## src/rtl/uart_pkg.sv

```systemverilog
// Shared UART-Tx definitions: framer state encoding, parity-type codes, frame sizes.
package uart_pkg;

  typedef enum logic [2:0] {
    ST_IDLE,
    ST_WAIT,
    ST_START,
    ST_DATA,
    ST_PARITY,
    ST_STOP
  } tx_state_t;

  localparam logic [1:0] PARITY_NONE0 = 2'b00;
  localparam logic [1:0] PARITY_ODD   = 2'b01;
  localparam logic [1:0] PARITY_EVEN  = 2'b10;
  localparam logic [1:0] PARITY_NONE3 = 2'b11;

  localparam int FRAME_MIN_BITS = 9;
  localparam int FRAME_MAX_BITS = 12;

  localparam logic [2:0] LAST_BIT_7 = 3'd6;
  localparam logic [2:0] LAST_BIT_8 = 3'd7;

  function automatic logic parity_enabled(input logic [1:0] ptype);
    return (ptype == PARITY_ODD) || (ptype == PARITY_EVEN);
  endfunction

endpackage

```

## src/rtl/uart_tx_piso.sv

```systemverilog
// UART transmit framer: latches byte + external parity, shifts start/data/parity/stop out LSB first.
// All outputs registered; line only moves on BaudTick edges; Send is ignored while Busy.
module uart_tx_piso
  import uart_pkg::*;
(
  input  logic       Clock,
  input  logic       ResetN,
  input  logic       BaudTick,
  input  logic       Send,
  input  logic [7:0] DataIn,
  input  logic       ParityOut,
  input  logic [1:0] ParityType,
  input  logic       DataLength,
  input  logic       StopBits,
  output logic       DataOut,
  output logic       Busy,
  output logic       Done
);

  tx_state_t  state;
  logic [7:0] shift_reg;
  logic [2:0] data_cnt;
  logic       stop_cnt;
  logic       par_bit;
  logic [1:0] par_type;
  logic       len8;
  logic       stop2;

  logic [2:0] last_bit;
  assign last_bit = len8 ? LAST_BIT_8 : LAST_BIT_7;

  always_ff @(posedge Clock or negedge ResetN) begin
    if (!ResetN) begin
      state     <= ST_IDLE;
      shift_reg <= '0;
      data_cnt  <= '0;
      stop_cnt  <= 1'b0;
      par_bit   <= 1'b0;
      par_type  <= PARITY_NONE0;
      len8      <= 1'b0;
      stop2     <= 1'b0;
      DataOut   <= 1'b1;
      Busy      <= 1'b0;
      Done      <= 1'b0;
    end else begin
      Done <= 1'b0;
      case (state)
        ST_IDLE: begin
          DataOut <= 1'b1;
          // The Done cycle still counts as busy; acceptance resumes one cycle later.
          if (Done) begin
            Busy <= 1'b0;
          end else if (Send) begin
            shift_reg <= DataIn;
            par_bit   <= ParityOut;
            par_type  <= ParityType;
            len8      <= DataLength;
            stop2     <= StopBits;
            Busy      <= 1'b1;
            state     <= ST_WAIT;
          end
        end

        ST_WAIT: begin
          if (BaudTick) begin
            DataOut <= 1'b0;
            state   <= ST_START;
          end
        end

        ST_START: begin
          if (BaudTick) begin
            DataOut  <= shift_reg[0];
            data_cnt <= '0;
            state    <= ST_DATA;
          end
        end

        ST_DATA: begin
          if (BaudTick) begin
            shift_reg <= shift_reg >> 1;
            data_cnt  <= data_cnt + 3'd1;
            if (data_cnt == last_bit) begin
              if (parity_enabled(par_type)) begin
                DataOut <= par_bit;
                state   <= ST_PARITY;
              end else begin
                DataOut  <= 1'b1;
                stop_cnt <= 1'b0;
                state    <= ST_STOP;
              end
            end else begin
              DataOut <= shift_reg[1];
            end
          end
        end

        ST_PARITY: begin
          if (BaudTick) begin
            DataOut  <= 1'b1;
            stop_cnt <= 1'b0;
            state    <= ST_STOP;
          end
        end

        ST_STOP: begin
          if (BaudTick) begin
            if (stop2 && !stop_cnt) begin
              stop_cnt <= 1'b1;
            end else begin
              Done  <= 1'b1;
              state <= ST_IDLE;
            end
            DataOut <= 1'b1;
          end
        end

        default: begin
          DataOut <= 1'b1;
          Busy    <= 1'b0;
          state   <= ST_IDLE;
        end
      endcase
    end
  end

endmodule

```

## config.mk

```make
export PLATFORM = sky130hd
export DESIGN_NAME = uart_tx_piso
export DESIGN_NICKNAME = d
export VERILOG_FILES = /design/src/rtl/uart_pkg.sv /design/src/rtl/uart_tx_piso.sv
export SDC_FILE = /design/constraint.sdc
export NUM_CORES = 1
export LEC_CHECK = 0
export ABC_AREA = 1
export BUFFER_PORTS_ARGS = -buffer_cell sky130_fd_sc_hd__buf_2
export CAP_MARGIN = 20
export CORE_ASPECT_RATIO = 0.75
export CORE_MARGIN = 3
export CORE_UTILIZATION = 39
export DETAILED_ROUTE_END_ITERATION = 10
export HOLD_SLACK_MARGIN = 0.03
export SETUP_SLACK_MARGIN = 0.5
export SYNTH_ARGS = -nofsm -noshare
export SYNTH_HDL_FRONTEND = slang
export SYNTH_SLANG_ARGS = --single-unit
```

## constraint.sdc

```tcl
create_clock -name Clock -period 1.89 [get_ports Clock]
set_input_delay 0.0945 -clock Clock [delete_from_list [all_inputs] [get_ports Clock]]
set_output_delay 0.0945 -clock Clock [all_outputs]
set_load 0.01 [all_outputs]
```

==> results of run 1 <==
metal layers:
| layer | global-route usage, % | wire length (um) | up-vias | share of wire [%] |
|---|---|---|---|---|
| met5 | 0 | 0 | - | 0 |
| met2 | 23.1 | 1360 | 43 | 44 |
| li1 | - | - | 625 | - |
| met1 | 21.7 | 1520 | 532 | 49 |
| met3 | 4.33 | 200 | 4 | 6.5 |
| met4 | 1.61 | 18 | 0 | 0.58 |
stage by stage:
step	std cells	hold WS [ns]	instance area (um2)	utilization, %
finish	248	0.0517	1630	53.7
global route	248	0.0619	1630	53.7
CTS	239	0.0484	1480	48.7
detailed placement	231	0.103	1390	45.8
global placement	231	0.100	1390	45.8
floorplan	178	-0.201	1280	-
cells by family (layout without fill, tap and decap cells):
kind of cell,count (synthesis),count (layout)
DFF,23,23
AOI/OAI and AO/OA,24,24
and+or+nand+nor,101,101
adders and majority gates,1,1
buffers and inverters,29,61
Yosys cell counts (2+ instances only):
cell type  number  area, um2
dfrtp_1        22        551
nand2_1        67        251
a21oi_1         9       45.0
inv_1          23       86.3
o22ai_1         2       12.5
buf_2           2       10.0
nor2_1         14       52.6
nand3_1        13       65.1
nand2_2         2       12.5
o21ai_2         5       43.8
o21ai_0         8       40.0
how the worst min path moves through the flow:
stage                   start           to
floorplan              ResetN         Busy
global placement       ResetN  data_cnt[0]
detailed placement     ResetN  data_cnt[0]
CTS                 ParityOut      par_bit
global route        ParityOut      par_bit
finish              ParityOut      par_bit
critical path, delay by kind of cell, from the launching register on:
family	cells	cell delay [ns]
DFF	1	0.48
and+or+nand+nor	4	0.52
buffers and inverters	2	0.27
AOI/OAI and AO/OA	1	0.05
layout make-up:
cell class	count	area, um2	area share, %
Multi-Input combinational cell	126	648	39.7
Sequential cell	23	581	35.6
Timing Repair Buffer	31	199	12.2
Inverter	25	104	6.36
Tap cell	38	47.5	2.91
Clock buffer	4	45.0	2.76
Timing Repair inverter	1	8.76	0.536
power by group through the flow:
| stage | sequential [uW] | combinational (uW) | clock (uW) |
|---|---|---|---|
| after floorplan | 828 | 962 | 0 |
| after global placement | 879 | 1100 | 0 |
| after detailed placement | 883 | 1110 | 0 |
| after CTS | 874 | 1180 | 319 |
| after global routing | 921 | 1680 | 343 |
| final | 888 | 1520 | 309 |
timing repair:
item | 4_1_cts | 5_1_grt
endpoints found under the hold margin | 22 | 0
pin swaps | 0 | 14
resized for setup | 5 | 32
setup endpoints to repair | 17 | 19
hold buffers | 1 | 0
setup buffers | 3 | 8
gates cloned | 0 | 1
==> flow_summary.ini, run 1 <==
[cells_and_area]
n_antenna_cell = 0
layout-drive-gt1-share_pct = 31.4
mostFrequentLayoutCells = 61 x nand2_1, 22 x inv_1, 19 x dfrtp_1, 19 x buf_2, 11 x nand3_1
areaGrowthSynthToFinish_pct = 27.6
largest_reg_flops = 8
mostFrequentLayoutCell = nand2_1
fill_cells = 292
fin_nets = 229

[routing]
drc = 0
post_drt_via_cell_ratio = 4.85
ant_nets = 0
wl_mm = 3.10
first_pass_iters = 4
drt_iter0_drc = 74
post_drt_wl_per_cell_um = 12.5
num_vias = 1204

[global_routing]
grt_max_degree = 24
grt_pass1_wl_mm = 4.82
grt_pass1_vias = 1061
track_usage_pct = 15.1
antenna_found_initial = 0
grt-ovfl-total = 0

[timing]
slew_headroom_pct = 65.1
rsz0062_at_grt = true
fin_setup_tns_ns = 0
finalCritPeriodShare_pct = 75.5
setup_slack_ns = 0.462
slew_violations = 0
finalHoldViolCount = 0
worst_slew_pin_slew_ns = 0.524
finClkSkew_ns = 0.00358
finalSetupViolCount = 0
fin_crit_ns = 1.43
timing.fmax_mhz = 700

[floorplanning]
start_util_pct = 42.1
rows = 17
pin_count = 20
dieHeight_um = 55.6
dieArea_um2 = 4010
coreArea_um2 = 3040
die_x_um = 72.2

[synth]
ys_types = 22
yosysSeqAreaShare_pct = 45.1
synthAdderAreaFrac_pct = 0.978
ys_ff_latch = 23
synth-simple-area-share_pct = 33.0
synthXorXnorAreaFrac_pct = 0
synth_top_family_by_area = simple AND/OR/NAND/NOR gates
muxShareOfSynthArea_pct = 0
synth_edf_count = 0
syn-num-nets = 196
synth_compound_area_share_pct = 11.0
synth_area_per_cell_um2 = 7.19
async_reset_ff_share_pct = 100
ys_warn_count = 0
syn_inst = 178
synth_area_um2 = 1280
synthFlopType = dfrtp_1

[clock_tree]
numCtsBuffers = 3
clockBufferDepth = 2
clk_latency_ns = 0.26
cts_root_buf = clkbuf_8
cts_tree = built
cts_num_sinks = 23
path_clk_slew_ns = 0.08
h-tree-depth = 1

[critical_path]
r2r_setup_slack_ns = 0.46
start_kind = flop
r2r_end = shift_reg[3]
crit_path_end = shift_reg[3]
cp_max_fo = 6
crit_slowest_cell = dfrtp_2
critical_path.max_stage_delay_ns = 0.48
worstSetupPathType = flop to flop
crit_chain = nor2_4 > nand3b_1 > buf_4 > nand3_4 > clkinv_4 > nand2_1 > o21ai_2
worstPathRequired_ns = 2.05
reg2reg_depth = 7
critPathLaunch = state[0]
reg2reg_from = state[0]
crit_arrival_ns = 1.59
endpoint_kind = flop

[placed_design]
gp_congestion = 0.924
portBuffers = 19
hpwl_mm = 2.03
pre_cts_ws_ns = 0.347

[worst_hold_path]
holdPathStages = 3
hp-class = primary input to flop

[power]
ir_worst_vdd_v = 0.000743
p_int_uw = 1460
p_sw_share_pct = 46.2
switchingPower_uw = 1250
p_comb_share_pct = 55.9
clkPwrFrac_pct = 11.4
pwr-share-seq_pct = 32.7
p_leak_uw = 0.000895
p_total_uw = 2710
p_per_area_nw_per_um2 = 1660

[flow_run]
maxCapViolCount = 0

[run_status]
status = finished clean
Power figures use the tool's default switching activity.
==> inputs of run 2 (changes only) <==
clock period = 1.2 ns   (was 1.89 ns; I/O delays follow)
==> run 2 against run 1 <==
Net effect: the flow now finishes with violations (negative hold slack, negative setup slack); combinational power is 88% higher; largest power group unchanged; global-route usage is 2.6 points higher; first-iteration DRC count is 8.1% higher; flip-flop and latch count stayed put; sequential power is 61% higher.
==> flow_summary.ini, run 2 (same netlist as run 1, synthesis figures left out) <==
[critical_path]
cp_max_fo = 7
r2r_end = state[0]
worstPathRequired_ns = 1.36
reg2reg_depth = 7
r2r_setup_slack_ns = -0.15
worstSetupPathType = flop to flop
reg2reg_from = state[2]
worst_path_most_repeated_cell = nand2_1
critical_path.max_stage_delay_ns = 0.50
endpoint_kind = flop
crit_arrival_ns = 1.51
critPathLaunch = state[2]
start_kind = flop
crit_slowest_cell = dfrtp_2
crit_chain = inv_2 > nand3b_1 > nand3_2 > nor2_4 > nand2_2 > nand2_1 > nand2_1

[clock_tree]
clockBufferDepth = 2
numCtsBuffers = 3
cts_root_buf = clkbuf_8
h-tree-depth = 1
cts_num_sinks = 23
holdBufCountCts = 2
cts_tree = built
path_clk_slew_ns = 0.08
clk_latency_ns = 0.27

[timing]
rsz0062_at_grt = true
finalSetupViolCount = 21
timing.fmax_mhz = 740
finClkSkew_ns = 0.00154
timing.hold.ws_ns = -0.242
fin_setup_tns_ns = -2.09
worst_slew_pin_slew_ns = 0.529
fin_crit_ns = 1.35
finalHoldViolCount = 22
slew_violations = 0
setup_slack_ns = -0.152
finalCritPeriodShare_pct = 113
slew_headroom_pct = 64.8

[global_routing]
antenna_found_initial = 0
use_met2_pct = 25.3
grt_max_degree = 24
track_usage_pct = 17.7
use_met1_pct = 25.7
grt_pass1_wl_mm = 5.48
top_usage_layer = met1
grt_pass1_vias = 1191
grt-ovfl-total = 0
grt_use_met3_pct = 4.69

[routing]
num_vias = 1288
drt_iter0_drc = 80
ant_nets = 0
first_pass_iters = 4
wl_mm = 3.30
drc = 0
post_drt_wl_per_cell_um = 12.7
post_drt_via_cell_ratio = 4.95

[floorplanning]
pin_count = 20
rows = 17
dieHeight_um = 55.6
dieArea_um2 = 4010
coreArea_um2 = 3040
start_util_pct = 42.1
die_x_um = 72.2

[flow_run]
maxCapViolCount = 0

[cells_and_area]
fin_nets = 241
fin_cells = 260
n_antenna_cell = 0
mostFrequentLayoutCell = nand2_1
layout-drive-gt1-share_pct = 43.7
largest_reg_flops = 8
areaGrowthSynthToFinish_pct = 42.8
fill_cells = 263
mostFrequentLayoutCells = 53 x nand2_1, 19 x dfrtp_1, 18 x buf_4

[run_status]
status = complete, but fails checks
violations = negative hold slack, negative setup slack

[worst_hold_path]
hp-class = primary input to async pin

[power]
ir_worst_vdd_v = 0.00118
p_per_area_nw_per_um2 = 2610
p_leak_uw = 0.000983

[placed_design]
gp_congestion = 0.992
post-place-cells = 248
hpwl_mm = 2.32
portBuffers = 19
-- run 2: cell count changes in the layout (fill, tap and decap cells not counted), moves of 3 or more --
cell / before / now
buf_6: 3 / 6
nand2_1: 61 / 53
buf_4: 8 / 18
inv_1: 22 / 16
nor2_2: 5 / 2
nand2_2: 6 / 13
inv_2: 1 / 7
-- run 2: metal layers --
| layer | share of wire [%] | routed length, um | vias up |
|---|---|---|---|
| met5 | 0 | 0 | - |
| met4 | 2.0 | 65 | 0 |
| met3 | 5.1 | 169 | 6 |
| met2 | 43 | 1430 | 32 |
| met1 | 50 | 1640 | 598 |
| li1 | - | - | 652 |
-- run 2: what timing repair did --
item	CTS	global route
endpoints found under the setup margin	26	26
gates cloned	1	0
hold endpoints to repair	24	22
buffers inserted	3	2
pin swaps	4	12
gates resized for setup	15	23
-- run 2: critical path, delay by kind of cell, from the launching register on --
kind / cells / cell delay, ns
AND/OR/NAND/NOR: 6 / 0.65
flip-flops: 1 / 0.50
buffers and inverters: 1 / 0.10
-- run 2: report_power, final --
group	switching (uW)	internal, uW
clock	260	232
sequential	278	1150
combinational	1640	1220
total	2170	2600
-- run 2: cell type report --
type / instances / area, um2 / area share [%]
repair buffers: 43 / 308 / 16.8
multi-input cells: 127 / 737 / 40.3
flip-flops and latches: 23 / 581 / 31.8
clock buffers: 3 / 41.3 / 2.26
clock inverters: 1 / 5.00 / 0.274
inverters: 25 / 109 / 5.95
well taps: 38 / 47.5 / 2.60
-- run 2: stage by stage --
stage	util [%]	hold WS, ns	total power, uW	instance area (um2)	setup WS (ns)
after floorplan	-	-0.236	3080	1350	-0.0737
after global placement	51.8	0.0701	3670	1580	-0.261
after detailed placement	51.8	0.0750	3730	1580	-0.242
after CTS	56.9	-0.226	4510	1730	-0.126
after global routing	60.1	-0.207	5210	1830	-0.229
final	60.1	-0.242	4780	1830	-0.152
-- run 2: worst max path at each step --
stage,end,slack [ns],cells past startpoint
after CTS,state[0],-0.13,8
after global placement,state[0],-0.26,7
after global routing,shift_reg[4],-0.23,7
final,state[0],-0.15,7
after floorplan,shift_reg[6],-0.07,8
after detailed placement,state[0],-0.24,7
==> inputs of run 3 (changes only) <==
ABC_AREA = unset   (was 1)
REMOVE_ABC_BUFFERS = 1   (was unset)
==> run 3 against run 2 <==
Net effect: the run still ends with negative hold slack, negative setup slack left; sequential share of layout area grew 2.4 points; utilization is 0.74 points higher; via count down 22%; non-clock buffer count fell by 1; count of clock-buffer cells in the layout did not move; register-to-register slack worse by 0.19 ns; fmax is 12% lower; global-route usage decreased by 2.0 points; clock power decreased by 1%.
==> flow_summary.ini, run 3 <==
[run_status]
status = complete, but fails checks
violations = negative hold slack, negative setup slack

[critical_path]
start_kind = flop
critPathBufInv = 1
worstSetupPathType = flop to flop
critical_path.max_stage_delay_ns = 0.43
crit_chain = nand2b_4 > nor4_4 > buf_6 > mux2_4
worstPathRequired_ns = 1.36
crit_slowest_cell = dfrtp_1
cp_max_fo = 6
crit_family = simple AND/OR/NAND/NOR gates
endpoint_kind = flop
crit_arrival_ns = 1.70

[timing]
finalSetupViolCount = 20
slew_headroom_pct = 65.4
slew_violations = 0
fin_crit_ns = 1.54
finalHoldViolCount = 22
fin_setup_tns_ns = -5.08
timing.fmax_mhz = 650
rsz0062_at_grt = true
finClkSkew_ns = 0.00636
worst_slew_pin_slew_ns = 0.519
setup_slack_ns = -0.337
timing.hold.ws_ns = -0.244
finalCritPeriodShare_pct = 128

[global_routing]
grt_use_met3_pct = 4.77
top_usage_layer = met2
grt_pass1_wl_mm = 4.64
antenna_found_initial = 0
grt_max_degree = 24
grt_pass1_vias = 1008
use_met1_pct = 20.0
use_met2_pct = 27.5
track_usage_pct = 15.7
grt-ovfl-total = 0

[clock_tree]
h-tree-depth = 1
clk_latency_ns = 0.27
cts_num_sinks = 23
numCtsBuffers = 3
path_clk_slew_ns = 0.09
cts_root_buf = clkbuf_8
clockBufferDepth = 2
cts_tree = built
holdBufCountCts = 1

[cells_and_area]
areaGrowthSynthToFinish_pct = 39.9
layout-drive-gt1-share_pct = 47.8
fill_cells = 250
fin_nets = 180
largest_reg_flops = 8
n_antenna_cell = 0
mostFrequentLayoutCells = 21 x dfrtp_1, 18 x buf_4, 17 x buf_2
mostFrequentLayoutCell = dfrtp_1

[synth]
synth_area_um2 = 1210
ys_types = 37
synth_edf_count = 0
synthTopCellsByCount = 22 x dfrtp_1, 13 x nand2_1, 13 x nor2_1
synthFlopType = dfrtp_1
yosysMostFrequentCell = dfrtp_1
ys_ff_latch = 23
syn_inst = 121
post-synth-top-area-cell = dfrtp_1
async_reset_ff_share_pct = 100
synthTopCellsByArea = dfrtp_1 46%, mux2i_1 5.8%, mux2_2 4.7%
ys_warn_count = 0
synth_area_per_cell_um2 = 10.0
synth_top_area_share_pct = 45.5
yosysSeqAreaShare_pct = 47.7

[placed_design]
hpwl_mm = 1.93
gp_congestion = 0.769
portBuffers = 19

[routing]
wl_mm = 2.81
drt_iter0_drc = 55
drc = 0
post_drt_via_cell_ratio = 5.13
ant_nets = 0
first_pass_iters = 4
post_drt_wl_per_cell_um = 14.3
num_vias = 1010

[power]
p_total_uw = 3890
ir_worst_vdd_v = 0.00118
p_leak_uw = 0.000767
p_per_area_nw_per_um2 = 2300

[floorplanning]
coreArea_um2 = 2780
start_util_pct = 43.5
die_x_um = 70.3
dieHeight_um = 54.2
dieArea_um2 = 3810
rows = 16
pin_count = 20

[flow_run]
maxCapViolCount = 0

[worst_hold_path]
hp-class = primary input to async pin
==> run 3: worst reg2reg max path, cell delays in order, from the launching register on <==
cell	delay, ns
dfrtp_1	0.43
nand2b_4	0.18
nor4_4	0.33
buf_6	0.19
mux2_4	0.30
==> run 3: stage by stage <==
step | area, um2 | std cells | hold slack [ns] | setup WS (ns) | util, %
6_report | 1690 | 197 | -0.244 | -0.337 | 60.8
2_1_floorplan | 1180 | 115 | -0.236 | -0.434 | -
3_5_place_dp | 1470 | 189 | 0.0716 | -0.330 | 52.9
4_1_cts | 1620 | 196 | -0.224 | -0.343 | 58.1
3_3_place_gp | 1470 | 189 | 0.0612 | -0.283 | 52.9
5_1_grt | 1690 | 197 | -0.204 | -0.393 | 60.8
==> run 3: path summary, 6_finish.rpt <==
kind / to / cells past startpoint / startpoint / slack (ns)
max in group asynchronous: state[2] / 1 / ResetN / 1.07
min in group Clock: stop2 / 2 / StopBits / 0.02
max: par_type[0] / 4 / Done / -0.34
min: data_cnt[1] / 1 / ResetN / -0.24
max reg2reg: par_type[0] / 4 / Done / -0.34
min reg2reg: par_bit / 1 / par_bit / 0.51
==> run 3: layout make-up <==
cell class                 count  area (um2)  area share [%]
clock buffer                   3        41.3            2.44
multi-input combinational     88         699            41.3
tap                           36        45.0            2.66
clock inverter                 1        5.00           0.296
inverter                       4        17.5            1.03
timing repair buffer          42         307            18.1
sequential                    23         578            34.1
==> run 3: where the power goes <==
| group | internal (uW) | switching (uW) | total (uW) |
|---|---|---|---|
| Sequential | 1100 | 214 | 1320 |
| Clock | 232 | 256 | 488 |
| Combinational | 1120 | 963 | 2080 |
==> run 3: what timing repair did <==
action | in CTS | in global routing
endpoints found under the hold margin | 28 | 27
endpoints found under the setup margin | 26 | 26
pin swaps | 5 | 4
buffers inserted | 2 | 1
gates resized for setup | 18 | 17
==> run 3: metal layers <==
metal	vias up	share of wire, %
met5	-	0
met4	0	0
met3	0	4.0
met2	18	46
met1	484	50
li1	508	-
==> run 3: cell families (layout without fill, tap and decap cells) <==
family	Yosys count	in the layout	synth area share, %
AO/OA/AOI/OAI	31	31	17.8
XOR/XNOR	2	2	1.45
adder cells (fa/ha/maj)	1	1	1.03
buffers and inverters	10	50	3.93
flip-flops	23	23	47.7
multiplexers	12	12	10.4
AND/OR/NAND/NOR	42	42	17.7
